==> src/rtl/tapasco_axi.sv <==
// AXI4 channel and bundle types for TaPaSCo master ports (4-bit ID) and the
// widened slave-side port (5-bit ID carrying the originating master index).
package tapasco_axi;

  localparam int unsigned IdWidth   = 4;
  localparam int unsigned AddrWidth = 32;
  localparam int unsigned DataWidth = 32;
  localparam int unsigned UserWidth = 1;

  typedef logic [IdWidth-1:0]     id_t;
  typedef logic [IdWidth:0]       id_slv_t;
  typedef logic [AddrWidth-1:0]   addr_t;
  typedef logic [DataWidth-1:0]   data_t;
  typedef logic [DataWidth/8-1:0] strb_t;
  typedef logic [UserWidth-1:0]   user_t;

  // id must stay the first (most significant) field: the mux prepends the master index to it
  typedef struct packed {
    id_t        id;
    addr_t      addr;
    logic [7:0] len;
    logic [2:0] size;
    logic [1:0] burst;
    logic       lock;
    logic [3:0] cache;
    logic [2:0] prot;
    logic [3:0] qos;
    logic [3:0] region;
    logic [5:0] atop;
    user_t      user;
  } aw_chan_t;

  typedef struct packed {
    id_slv_t    id;
    addr_t      addr;
    logic [7:0] len;
    logic [2:0] size;
    logic [1:0] burst;
    logic       lock;
    logic [3:0] cache;
    logic [2:0] prot;
    logic [3:0] qos;
    logic [3:0] region;
    logic [5:0] atop;
    user_t      user;
  } aw_chan_slv_t;

  typedef struct packed {
    id_t        id;
    addr_t      addr;
    logic [7:0] len;
    logic [2:0] size;
    logic [1:0] burst;
    logic       lock;
    logic [3:0] cache;
    logic [2:0] prot;
    logic [3:0] qos;
    logic [3:0] region;
    user_t      user;
  } ar_chan_t;

  typedef struct packed {
    id_slv_t    id;
    addr_t      addr;
    logic [7:0] len;
    logic [2:0] size;
    logic [1:0] burst;
    logic       lock;
    logic [3:0] cache;
    logic [2:0] prot;
    logic [3:0] qos;
    logic [3:0] region;
    user_t      user;
  } ar_chan_slv_t;

  typedef struct packed {
    data_t data;
    strb_t strb;
    logic  last;
    user_t user;
  } w_chan_t;

  typedef struct packed {
    id_t        id;
    logic [1:0] resp;
    user_t      user;
  } b_chan_t;

  typedef struct packed {
    id_slv_t    id;
    logic [1:0] resp;
    user_t      user;
  } b_chan_slv_t;

  typedef struct packed {
    id_t        id;
    data_t      data;
    logic [1:0] resp;
    logic       last;
    user_t      user;
  } r_chan_t;

  typedef struct packed {
    id_slv_t    id;
    data_t      data;
    logic [1:0] resp;
    logic       last;
    user_t      user;
  } r_chan_slv_t;

  typedef struct packed {
    aw_chan_t aw;
    logic     aw_valid;
    w_chan_t  w;
    logic     w_valid;
    logic     b_ready;
    ar_chan_t ar;
    logic     ar_valid;
    logic     r_ready;
  } req_t;

  typedef struct packed {
    logic    aw_ready;
    logic    ar_ready;
    logic    w_ready;
    logic    b_valid;
    b_chan_t b;
    logic    r_valid;
    r_chan_t r;
  } resp_t;

  typedef struct packed {
    aw_chan_slv_t aw;
    logic         aw_valid;
    w_chan_t      w;
    logic         w_valid;
    logic         b_ready;
    ar_chan_slv_t ar;
    logic         ar_valid;
    logic         r_ready;
  } req_slv_t;

  typedef struct packed {
    logic        aw_ready;
    logic        ar_ready;
    logic        w_ready;
    logic        b_valid;
    b_chan_slv_t b;
    logic        r_valid;
    r_chan_slv_t r;
  } resp_slv_t;

endpackage

==> src/rtl/tapasco_axi_mux2.sv <==
// Two-to-one AXI4 mux: round-robin AW/AR arbitration with grant locking, W routed
// in AW grant order through a small index FIFO, B/R returned by the ID MSB.
module tapasco_axi_mux2 #(
  parameter int unsigned WFifoDepth = 4
) (
  input  logic                   clk_i,
  input  logic                   rst_ni,
  input  tapasco_axi::req_t      in0_req_i,
  output tapasco_axi::resp_t     in0_resp_o,
  input  tapasco_axi::req_t      in1_req_i,
  output tapasco_axi::resp_t     in1_resp_o,
  output tapasco_axi::req_slv_t  out_req_o,
  input  tapasco_axi::resp_slv_t out_resp_i
);
  import tapasco_axi::*;

  localparam int unsigned PtrW = (WFifoDepth > 1) ? $clog2(WFifoDepth) : 1;
  localparam int unsigned CntW = PtrW + 1;

  typedef enum logic [0:0] {ARB_IDLE = 1'b0, ARB_LOCKED = 1'b1} arb_state_e;

  req_t            in_req_s  [2];
  resp_t           in_resp_s [2];

  arb_state_e      aw_state_r, ar_state_r;
  logic            aw_lock_idx_r, ar_lock_idx_r;
  logic            aw_prio_r, ar_prio_r;
  logic            aw_sel_valid_s, aw_sel_idx_s, aw_hs_s;
  logic            ar_sel_valid_s, ar_sel_idx_s, ar_hs_s;

  logic [WFifoDepth-1:0] fifo_mem_r;
  logic [PtrW-1:0] wr_ptr_r, rd_ptr_r;
  logic [CntW-1:0] count_r;
  logic            fifo_full_s, fifo_empty_s, w_head_s, w_valid_s, w_pop_s;
  logic            b_sel_s, r_sel_s;

  function automatic logic rr_pick(input logic v0, input logic v1, input logic prio);
    logic pick;
    if (v0 && v1) begin
      pick = prio;
    end else if (v1) begin
      pick = 1'b1;
    end else begin
      pick = 1'b0;
    end
    return pick;
  endfunction

  assign in_req_s[0] = in0_req_i;
  assign in_req_s[1] = in1_req_i;
  assign in0_resp_o  = in_resp_s[0];
  assign in1_resp_o  = in_resp_s[1];

  assign fifo_full_s  = (count_r == CntW'(WFifoDepth));
  assign fifo_empty_s = (count_r == CntW'(0));
  assign w_head_s     = fifo_mem_r[rd_ptr_r];
  assign w_valid_s    = rst_ni & ~fifo_empty_s & in_req_s[w_head_s].w_valid;
  assign w_pop_s      = w_valid_s & out_resp_i.w_ready & in_req_s[w_head_s].w.last;
  assign aw_hs_s      = aw_sel_valid_s & out_resp_i.aw_ready;
  assign ar_hs_s      = ar_sel_valid_s & out_resp_i.ar_ready;
  assign b_sel_s      = out_resp_i.b.id[IdWidth];
  assign r_sel_s      = out_resp_i.r.id[IdWidth];

  // AW selection: a full W FIFO stalls the channel; a locked grant overrides priority
  always_comb begin
    aw_sel_valid_s = 1'b0;
    aw_sel_idx_s   = 1'b0;
    if (!rst_ni || fifo_full_s) begin
      aw_sel_valid_s = 1'b0;
      aw_sel_idx_s   = 1'b0;
    end else if (aw_state_r == ARB_LOCKED) begin
      aw_sel_idx_s   = aw_lock_idx_r;
      aw_sel_valid_s = in_req_s[aw_lock_idx_r].aw_valid;
    end else begin
      aw_sel_idx_s   = rr_pick(in_req_s[0].aw_valid, in_req_s[1].aw_valid, aw_prio_r);
      aw_sel_valid_s = in_req_s[0].aw_valid | in_req_s[1].aw_valid;
    end
  end

  // AR selection: same policy as AW without the FIFO dependency
  always_comb begin
    ar_sel_valid_s = 1'b0;
    ar_sel_idx_s   = 1'b0;
    if (!rst_ni) begin
      ar_sel_valid_s = 1'b0;
      ar_sel_idx_s   = 1'b0;
    end else if (ar_state_r == ARB_LOCKED) begin
      ar_sel_idx_s   = ar_lock_idx_r;
      ar_sel_valid_s = in_req_s[ar_lock_idx_r].ar_valid;
    end else begin
      ar_sel_idx_s   = rr_pick(in_req_s[0].ar_valid, in_req_s[1].ar_valid, ar_prio_r);
      ar_sel_valid_s = in_req_s[0].ar_valid | in_req_s[1].ar_valid;
    end
  end

  // AW arbiter FSM: lock an unaccepted grant, hand priority to the loser on handshake
  always_ff @(posedge clk_i or negedge rst_ni) begin
    if (!rst_ni) begin
      aw_state_r    <= ARB_IDLE;
      aw_lock_idx_r <= 1'b0;
      aw_prio_r     <= 1'b0;
    end else begin
      case (aw_state_r)
        ARB_IDLE: begin
          if (aw_hs_s) begin
            aw_prio_r <= ~aw_sel_idx_s;
          end else if (aw_sel_valid_s) begin
            aw_state_r    <= ARB_LOCKED;
            aw_lock_idx_r <= aw_sel_idx_s;
          end
        end
        ARB_LOCKED: begin
          if (aw_hs_s) begin
            aw_state_r <= ARB_IDLE;
            aw_prio_r  <= ~aw_sel_idx_s;
          end
        end
        default: aw_state_r <= ARB_IDLE;
      endcase
    end
  end

  // AR arbiter FSM
  always_ff @(posedge clk_i or negedge rst_ni) begin
    if (!rst_ni) begin
      ar_state_r    <= ARB_IDLE;
      ar_lock_idx_r <= 1'b0;
      ar_prio_r     <= 1'b0;
    end else begin
      case (ar_state_r)
        ARB_IDLE: begin
          if (ar_hs_s) begin
            ar_prio_r <= ~ar_sel_idx_s;
          end else if (ar_sel_valid_s) begin
            ar_state_r    <= ARB_LOCKED;
            ar_lock_idx_r <= ar_sel_idx_s;
          end
        end
        ARB_LOCKED: begin
          if (ar_hs_s) begin
            ar_state_r <= ARB_IDLE;
            ar_prio_r  <= ~ar_sel_idx_s;
          end
        end
        default: ar_state_r <= ARB_IDLE;
      endcase
    end
  end

  // W routing FIFO: one master index per granted AW, popped on the last W beat
  always_ff @(posedge clk_i or negedge rst_ni) begin
    if (!rst_ni) begin
      fifo_mem_r <= '0;
      wr_ptr_r   <= '0;
      rd_ptr_r   <= '0;
      count_r    <= '0;
    end else begin
      if (aw_hs_s) begin
        fifo_mem_r[wr_ptr_r] <= aw_sel_idx_s;
        wr_ptr_r             <= wr_ptr_r + PtrW'(1);
      end
      if (w_pop_s) begin
        rd_ptr_r <= rd_ptr_r + PtrW'(1);
      end
      case ({aw_hs_s, w_pop_s})
        2'b10:   count_r <= count_r + CntW'(1);
        2'b01:   count_r <= count_r - CntW'(1);
        default: count_r <= count_r;
      endcase
    end
  end

  // Slave-side request: the channel structs keep id on top, so prepending the index widens it
  always_comb begin
    out_req_o          = '0;
    out_req_o.aw       = {aw_sel_idx_s, in_req_s[aw_sel_idx_s].aw};
    out_req_o.aw_valid = aw_sel_valid_s;
    out_req_o.w        = in_req_s[w_head_s].w;
    out_req_o.w_valid  = w_valid_s;
    out_req_o.b_ready  = rst_ni & in_req_s[b_sel_s].b_ready;
    out_req_o.ar       = {ar_sel_idx_s, in_req_s[ar_sel_idx_s].ar};
    out_req_o.ar_valid = ar_sel_valid_s;
    out_req_o.r_ready  = rst_ni & in_req_s[r_sel_s].r_ready;
  end

  // Master-side responses: readies only to the selected master, B/R valid only to the addressed one
  always_comb begin
    in_resp_s[0] = '0;
    in_resp_s[1] = '0;
    in_resp_s[aw_sel_idx_s].aw_ready = aw_sel_valid_s & out_resp_i.aw_ready;
    in_resp_s[ar_sel_idx_s].ar_ready = ar_sel_valid_s & out_resp_i.ar_ready;
    if (rst_ni && !fifo_empty_s) begin
      in_resp_s[w_head_s].w_ready = out_resp_i.w_ready;
    end else begin
      in_resp_s[w_head_s].w_ready = 1'b0;
    end
    for (int i = 0; i < 2; i++) begin
      in_resp_s[i].b.id   = out_resp_i.b.id[IdWidth-1:0];
      in_resp_s[i].b.resp = out_resp_i.b.resp;
      in_resp_s[i].b.user = out_resp_i.b.user;
      in_resp_s[i].b_valid = rst_ni & out_resp_i.b_valid & (b_sel_s == 1'(i));
      in_resp_s[i].r.id   = out_resp_i.r.id[IdWidth-1:0];
      in_resp_s[i].r.data = out_resp_i.r.data;
      in_resp_s[i].r.resp = out_resp_i.r.resp;
      in_resp_s[i].r.last = out_resp_i.r.last;
      in_resp_s[i].r.user = out_resp_i.r.user;
      in_resp_s[i].r_valid = rst_ni & out_resp_i.r_valid & (r_sel_s == 1'(i));
    end
  end

endmodule
==> config.mk <==
export PLATFORM = sky130hd
export DESIGN_NAME = tapasco_axi_mux2
export DESIGN_NICKNAME = d
export VERILOG_FILES = /design/src/rtl/tapasco_axi.sv /design/src/rtl/tapasco_axi_mux2.sv
export SDC_FILE = /design/constraint.sdc
export NUM_CORES = 1
export LEC_CHECK = 0
export BUFFER_PORTS_ARGS = -buffer_cell sky130_fd_sc_hd__buf_2
export CAP_MARGIN = 20
export CORE_AREA = 10 10 268 270
export CTS_CLUSTER_DIAMETER = 40
export DETAILED_ROUTE_END_ITERATION = 10
export DIE_AREA = 0 0 278 280
export PLACE_DENSITY_LB_ADDON = 0.1
export SKIP_LAST_GASP = 1
export SLEW_MARGIN = 15
export SYNTH_ARGS = -nofsm -noshare
export SYNTH_HDL_FRONTEND = slang
export SYNTH_SLANG_ARGS = --single-unit
export TNS_END_PERCENT = 10
==> constraint.sdc <==
create_clock -name clk_i -period 2.7 [get_ports clk_i]
set_input_delay 0.405 -clock clk_i [delete_from_list [all_inputs] [get_ports clk_i]]
set_output_delay 0.405 -clock clk_i [all_outputs]
set_load 0.02 [all_outputs]
After elaboration in Yosys (flattened, before gate mapping)
Cells that the tools add are included.
{"block": "classes", "n_addsub": 4, "magnitude_cmp": 13, "n_eq_ne": 3, "muxes": 59, "bitwise_logic": 33, "reduce_logical": 14}
{"operator": "181-bit 2-to-1 mux", "count": 3}
{"operator": "109-bit 2-to-1 mux", "count": 3}
{"operator": "108-bit 2-to-1 mux", "count": 3}
{"operator": "104-bit bitwise mux", "count": 3}
{"operator": "69-bit 2-to-1 mux", "count": 3}
{"operator": "68-bit 2-to-1 mux", "count": 3}
{"operator": "52-bit demux with 1-bit select", "count": 3}
{"operator": "104-bit AND", "count": 1}
{"operator": "104-bit 2-to-1 mux", "count": 1}
{"operator": "52-bit 2-to-1 mux", "count": 1}
{"operator": "51-bit 2-to-1 mux", "count": 1}
{"operator": "50-bit 2-to-1 mux", "count": 1}
{"operator": "1-bit 2-to-1 mux", "count": 25}
{"operator": "1-bit AND", "count": 14}
{"operator": "2-bit >= comparator, second input constant", "count": 7}
{"operator": "1-bit NOT with 2-bit output", "count": 7}
{"operator": "1-bit NOT", "count": 9}
{"operator": "1-bit logical AND", "count": 7}
{"operator": "2-bit by 1-bit < comparator with 1-bit output, second input constant", "count": 3}
{"operator": "2-bit by 3-bit < comparator with 1-bit output, second input constant", "count": 2}
{"operator": "2-bit 2-to-1 mux", "count": 3}
{"operator": "3-bit case mux with 2 select lines", "count": 1}
{"operator": "3-bit AND reduction", "count": 2}
{"operator": "2-bit by 1-bit adder with 2-bit output, second input constant", "count": 2}
{"operator": "other kinds (15)", "count": 18}
{"block": "totals", "reg_bits": 17, "output_inout_bits": 287, "elab_cells": 136}

Longest topological paths before layout
{"block": "logic_depth", "depth_word": 13, "mapped_depth": 12}

Worst setup path after synthesis
No wires, ideal clock.
{"block": "synth_timing", "path_type": "register to register", "start": "register rd_ptr_r[0]", "end": "register count_r[2]", "arrival_ns": 2.383, "required_ns": 2.621, "path_slack_ns": 0.238, "path_stages_with_launch": 13, "path_buffers": 2, "period_less_slack_ns": 2.462, "cell_sequence": "dfrtp_1 -> mux4_2 -> buf_2 -> buf_2 -> nor2_1 -> a31oi_1 -> nor2_1 -> ha_1 -> inv_1 -> fa_1 -> xor2_1 -> nor2_1 -> xor2_1"}
{"block": "synth_between", "elab_chain_len": 11}
{"item": "from (decl)", "line": "tapasco_axi_mux2.sv:32", "rtl": "logic [PtrW-1:0] wr_ptr_r, rd_ptr_r;"}
{"item": "from (signal assigned)", "line": "tapasco_axi_mux2.sv:163", "rtl": "rd_ptr_r <= rd_ptr_r + PtrW'(1);"}
{"item": "1-bit binary-select mux with 2-bit select (*)", "line": "tapasco_axi_mux2.sv:56", "rtl": "assign w_head_s = fifo_mem_r[rd_ptr_r];"}
{"item": "1-bit 2-to-1 mux (not written as such) (*)", "line": "tapasco_axi_mux2.sv:56"}
{"item": "1-bit NOT with 2-bit output (not written as such) (*)", "line": "tapasco_axi_mux2.sv:57, tapasco_axi_mux2.sv:58"}
{"item": "108-bit 2-to-1 mux (*) (3 in a row)"}
{"item": "1-bit AND", "line": "tapasco_axi_mux2.sv:57", "rtl": "assign w_valid_s = rst_ni & ~fifo_empty_s & in_req_s[w_head_s].w_valid;"}
{"item": "1-bit AND", "line": "tapasco_axi_mux2.sv:58", "rtl": "assign w_pop_s = w_valid_s & out_resp_i.w_ready & in_req_s[w_head_s].w.last;"}
{"item": "1-bit AND (*)", "line": "tapasco_axi_mux2.sv:58"}
{"item": "net w_pop_s", "line": "tapasco_axi_mux2.sv:34", "rtl": "logic fifo_full_s, fifo_empty_s, w_head_s, w_valid_s, w_pop_s;"}
{"item": "2-bit by 1-bit equality test with 1-bit output or 2-bit equality test (tied branches)", "line": "tapasco_axi_mux2.sv:165", "rtl": "case ({aw_hs_s, w_pop_s})"}
{"item": "3-bit case mux with 2 select lines or 2-bit nonzero test (tied branches)"}
{"item": "to (signal assigned)", "line": "tapasco_axi_mux2.sv:166", "rtl": "2'b10: count_r <= count_r + CntW'(1);"}
{"item": "to (signal assigned)", "line": "tapasco_axi_mux2.sv:167", "rtl": "2'b01: count_r <= count_r - CntW'(1);"}
{"item": "to (signal assigned)", "line": "tapasco_axi_mux2.sv:168", "rtl": "default: count_r <= count_r;"}
{"item": "to (decl)", "line": "tapasco_axi_mux2.sv:33", "rtl": "logic [CntW-1:0] count_r;"}
Mark *: on every way through the listed nets, which the timed path passes. The rest lies on a longest branch. The select of a mux whose other input is x is not followed.
A chain may end at the register's enable or synchronous reset.

==> metrics.log <==
INFO  metric outcome = finished, final reports clean
INFO  metric die-height = roughly 280 um
INFO  metric synth_area_per_cell = 10.5 um2
INFO  metric worst_setup_path_end_kind = primary output
INFO  metric wl_per_cell = between 15 and 20 um
INFO  metric finClkSkew = ~0.0017 ns
INFO  metric max_slew_margin = 0.606
INFO  metric power-per-cell-area = about 700 mW/mm2
INFO  metric worst_pin_slew = between 0.5 and 0.6 ns
INFO  metric cts.clk_slew.worst_paths = around 0.060 ns
INFO  metric post_synth_fa_ha_maj_area_fraction = 0.0190
INFO  metric met3_usage = 0.0421
INFO  metric finish.instance_area = ~0.0076 mm2
INFO  metric synth_top_flop_cell = sky130_fd_sc_hd__dfrtp_1
INFO  metric numCtsBuffers = 3
INFO  metric antenna_found_initial = 7
INFO  metric final.setup.worst_slack = 0.0817 ns
INFO  metric drt-pass1-iter-count = 4
INFO  metric final_layout_size_suffix_gt1_frac = 0.886
INFO  metric tritoncts = done
INFO  metric start_util = 0.0653
INFO  metric timing_worst_setup_path_type = reg -> out
INFO  metric finalWorstPathRequiredPeriod = around 2.6 ns
INFO  metric place_area = around 0.0075 mm2
INFO  metric numPortBuffers = about 560
INFO  metric max_freq = between 300 and 400 MHz
INFO  metric post-route-util = 0.115
INFO  metric num-fill-cells = approximately 7800
INFO  metric core.rowCount = between 90 and 100
INFO  metric post_synthesis_simple_gate_area_fraction = 0.0481
INFO  metric timing_max_transition_violations_final = 0
INFO  metric gpl.final_weighted_congestion = 0.756
INFO  metric yosys_register_bits = 17
INFO  metric worst-path-max-fanout = 20
INFO  metric multi_input_logic_area = a little under 0.003 mm2
INFO  metric design.core.area = 0.0666 mm2
INFO  metric post-synth-top-count-cell = sky130_fd_sc_hd__mux2_2
INFO  metric vias_per_cell = ~2.8
INFO  metric synth.lib_cells_used.distinct = 35
INFO  metric vdd.ir_drop.worst = 0.394 mV
INFO  metric post_synth_xor_area_fraction = 0.0101
INFO  metric post_synth_most_frequent_cells = 116 x sky130_fd_sc_hd__mux2_2, 101 x sky130_fd_sc_hd__buf_4, 69 x sky130_fd_sc_hd__mux2_4, 17 x sky130_fd_sc_hd__dfrtp_1, 16 x sky130_fd_sc_hd__nor2_1
INFO  metric synth_enable_flop_cells = 0
INFO  metric clk_root_buffer_cell = sky130_fd_sc_hd__clkbuf_16
INFO  metric post-route-drc-count = 0
INFO  metric cts_num_sinks = 17
INFO  metric synth_compound_gate_area_share = 0.0274
INFO  metric htree_num_levels = 1
INFO  metric final_cell_count_no_fill = ~1800
INFO  metric hold-worst-slack = approximately 0.016 ns
INFO  metric grt_util_met2 = 0.131
INFO  metric numPlacedInstances = around 1700
INFO  metric setup_total_neg_slack = 0 ns
INFO  metric finalHoldViolations = 0
INFO  metric synth_nets = 836
INFO  metric final-setup-viol-count = 0
INFO  metric ctsHoldBuffers = 0
INFO  metric num_vias = around 4900
INFO  metric synth.area.top_cells = sky130_fd_sc_hd__mux2_2 30%, sky130_fd_sc_hd__mux2_4 24%, sky130_fd_sc_hd__buf_4 17%
INFO  metric netlist.top_cell.by_area = sky130_fd_sc_hd__mux2_2
INFO  metric die_area = about 0.08 mm2
INFO  metric track_usage = 0.0741
INFO  metric totalWireLength = ~32000 um
INFO  metric grt_pass1_vias = about 5400
INFO  metric post_synth_inst_count = 412
INFO  metric power.leakage = 3.85 nW
INFO  metric grt_setup_unrepaired = no
INFO  metric dp_slack = about 0.087 ns
INFO  metric grt_max_degree = 42
INFO  metric async_flop_share = 1.00
INFO  metric cts_resized = 0
INFO  metric synth-warning-count = 0
INFO  metric buffer_depth_of_the_longest_clock_path = 2
INFO  metric yosysTopAreaCellShare = 0.301
INFO  metric post-route-period-util = 0.970
INFO  metric insertion_delay = roughly 0.26 ns
INFO  metric first_iter_violations = roughly 120
INFO  metric top_level_ports = approximately 700
INFO  metric sequential_cell_area = roughly 430 um2
INFO  metric detailedPlacementHpwl = 29600 um
INFO  metric synth_mux_area_frac = 0.565
INFO  metric final_nets = 1309
INFO  metric most_crowded_layer_after_global_routing = met2
INFO  metric power = ~5.4 mW
INFO  metric hold_path_class = in -> async
INFO  metric synth_seq_area_share = 0.0979
INFO  metric antenna_left = 0
INFO  metric synth.cell_area = around 0.0043 mm2
INFO  metric met1_track_demand_over_resource_in_global_routing = 0.0767
INFO  metric maxCapViolCount = 0
INFO  metric grt_pass1_wl = 42100 um
INFO  metric launching_element_type_of_the_critical_path = flop
INFO  metric worst_ep_required_time = around 2.3 ns
INFO  metric cp.arrival = ~2.2 ns
INFO  metric synth_top_family_by_area = multiplexers
INFO  metric fp.dieW = between 200 and 300 um
INFO  metric area_growth = 75.6%
INFO  metric grt-ovfl-total = 0
cell usage in the layout (no fill, tap or decap), drive strengths merged, types with 3 or more instances in the layout:
cell type,netlist,final
and3,4,4
buf,120,588
clkbuf,0,3
dfrtp,17,17
ha,5,5
inv,10,10
mux2,185,185
mux2i,9,9
nand2,9,9
nand3,4,4
nor2,16,16
nor3,4,4
o21ai,5,5
xor2,3,3
cell type report:
cell class | instances | share of cell area
Timing Repair Buffer | 588 | 0.404
Sequential cell | 17 | 0.0558
Antenna cell | 2 | 0.000656
Multi-Input combinational cell | 265 | 0.381
Clock buffer | 3 | 0.00984
Tap cell | 873 | 0.143
Clock inverter | 1 | 0.000656
Inverter | 10 | 0.00492
power by group:
part           switching (mW)  internal, mW
clock network           0.117         0.199
registers               0.130         0.379
logic                    2.48          2.09
worst max-delay path, stage by stage (launching register included):
cell and delay [ns]:
sky130_fd_sc_hd__dfrtp_1 0.43, sky130_fd_sc_hd__or3b_1 0.48, sky130_fd_sc_hd__and3_4 0.23, sky130_fd_sc_hd__buf_4 0.16, sky130_fd_sc_hd__buf_12 0.17, sky130_fd_sc_hd__mux2_4 0.31, sky130_fd_sc_hd__buf_2 0.16
what timing repair did:
| item | CTS | global route |
|---|---|---|
| pin swaps | 1 | 1 |
| setup endpoints to repair | 69 | 22 |
| setup buffers | 2 | 2 |
cell families (layout without fill, tap and decap cells):
| family | Yosys count | after routing |
|---|---|---|
| mux | 195 | 195 |
| buf+inv | 130 | 602 |
| simple gates | 43 | 43 |
| flops | 17 | 17 |
| compound gates | 16 | 16 |
| fa+ha+maj | 6 | 6 |
| xor+xnor | 5 | 5 |
| other cells | 0 | 2 |
worst paths after layout:
kind / depth (start not counted) / endpoint / start / slack, ns
worst max-delay path: 6 / out_req_o[155] / count_r[0]$_DFFE_PN0P_ / 0.08
worst min-delay path: 1 / aw_prio_r$_DFFE_PN0P_ / rst_ni / 0.02
worst max register to register: 10 / count_r[2]$_DFFE_PN0P_ / rd_ptr_r[0]$_DFFE_PN0P_ / 0.25
worst min register to register: 1 / ar_prio_r$_DFFE_PN0P_ / ar_prio_r$_DFFE_PN0P_ / 0.53
max in group asynchronous: 2 / rd_ptr_r[0]$_DFFE_PN0P_ / rst_ni / 2.29
min in group clk_i: 2 / flop / out_resp_i[53] / 0.40
layer usage:
layer / share of wire / vias up
met4: 0.0043 / 9
met2: 0.50 / 401
met5: 0.0039 / -
li1: - / 2300
met1: 0.36 / 2151
met3: 0.13 / 13
Note: power is estimated with default switching activity, not from simulation.
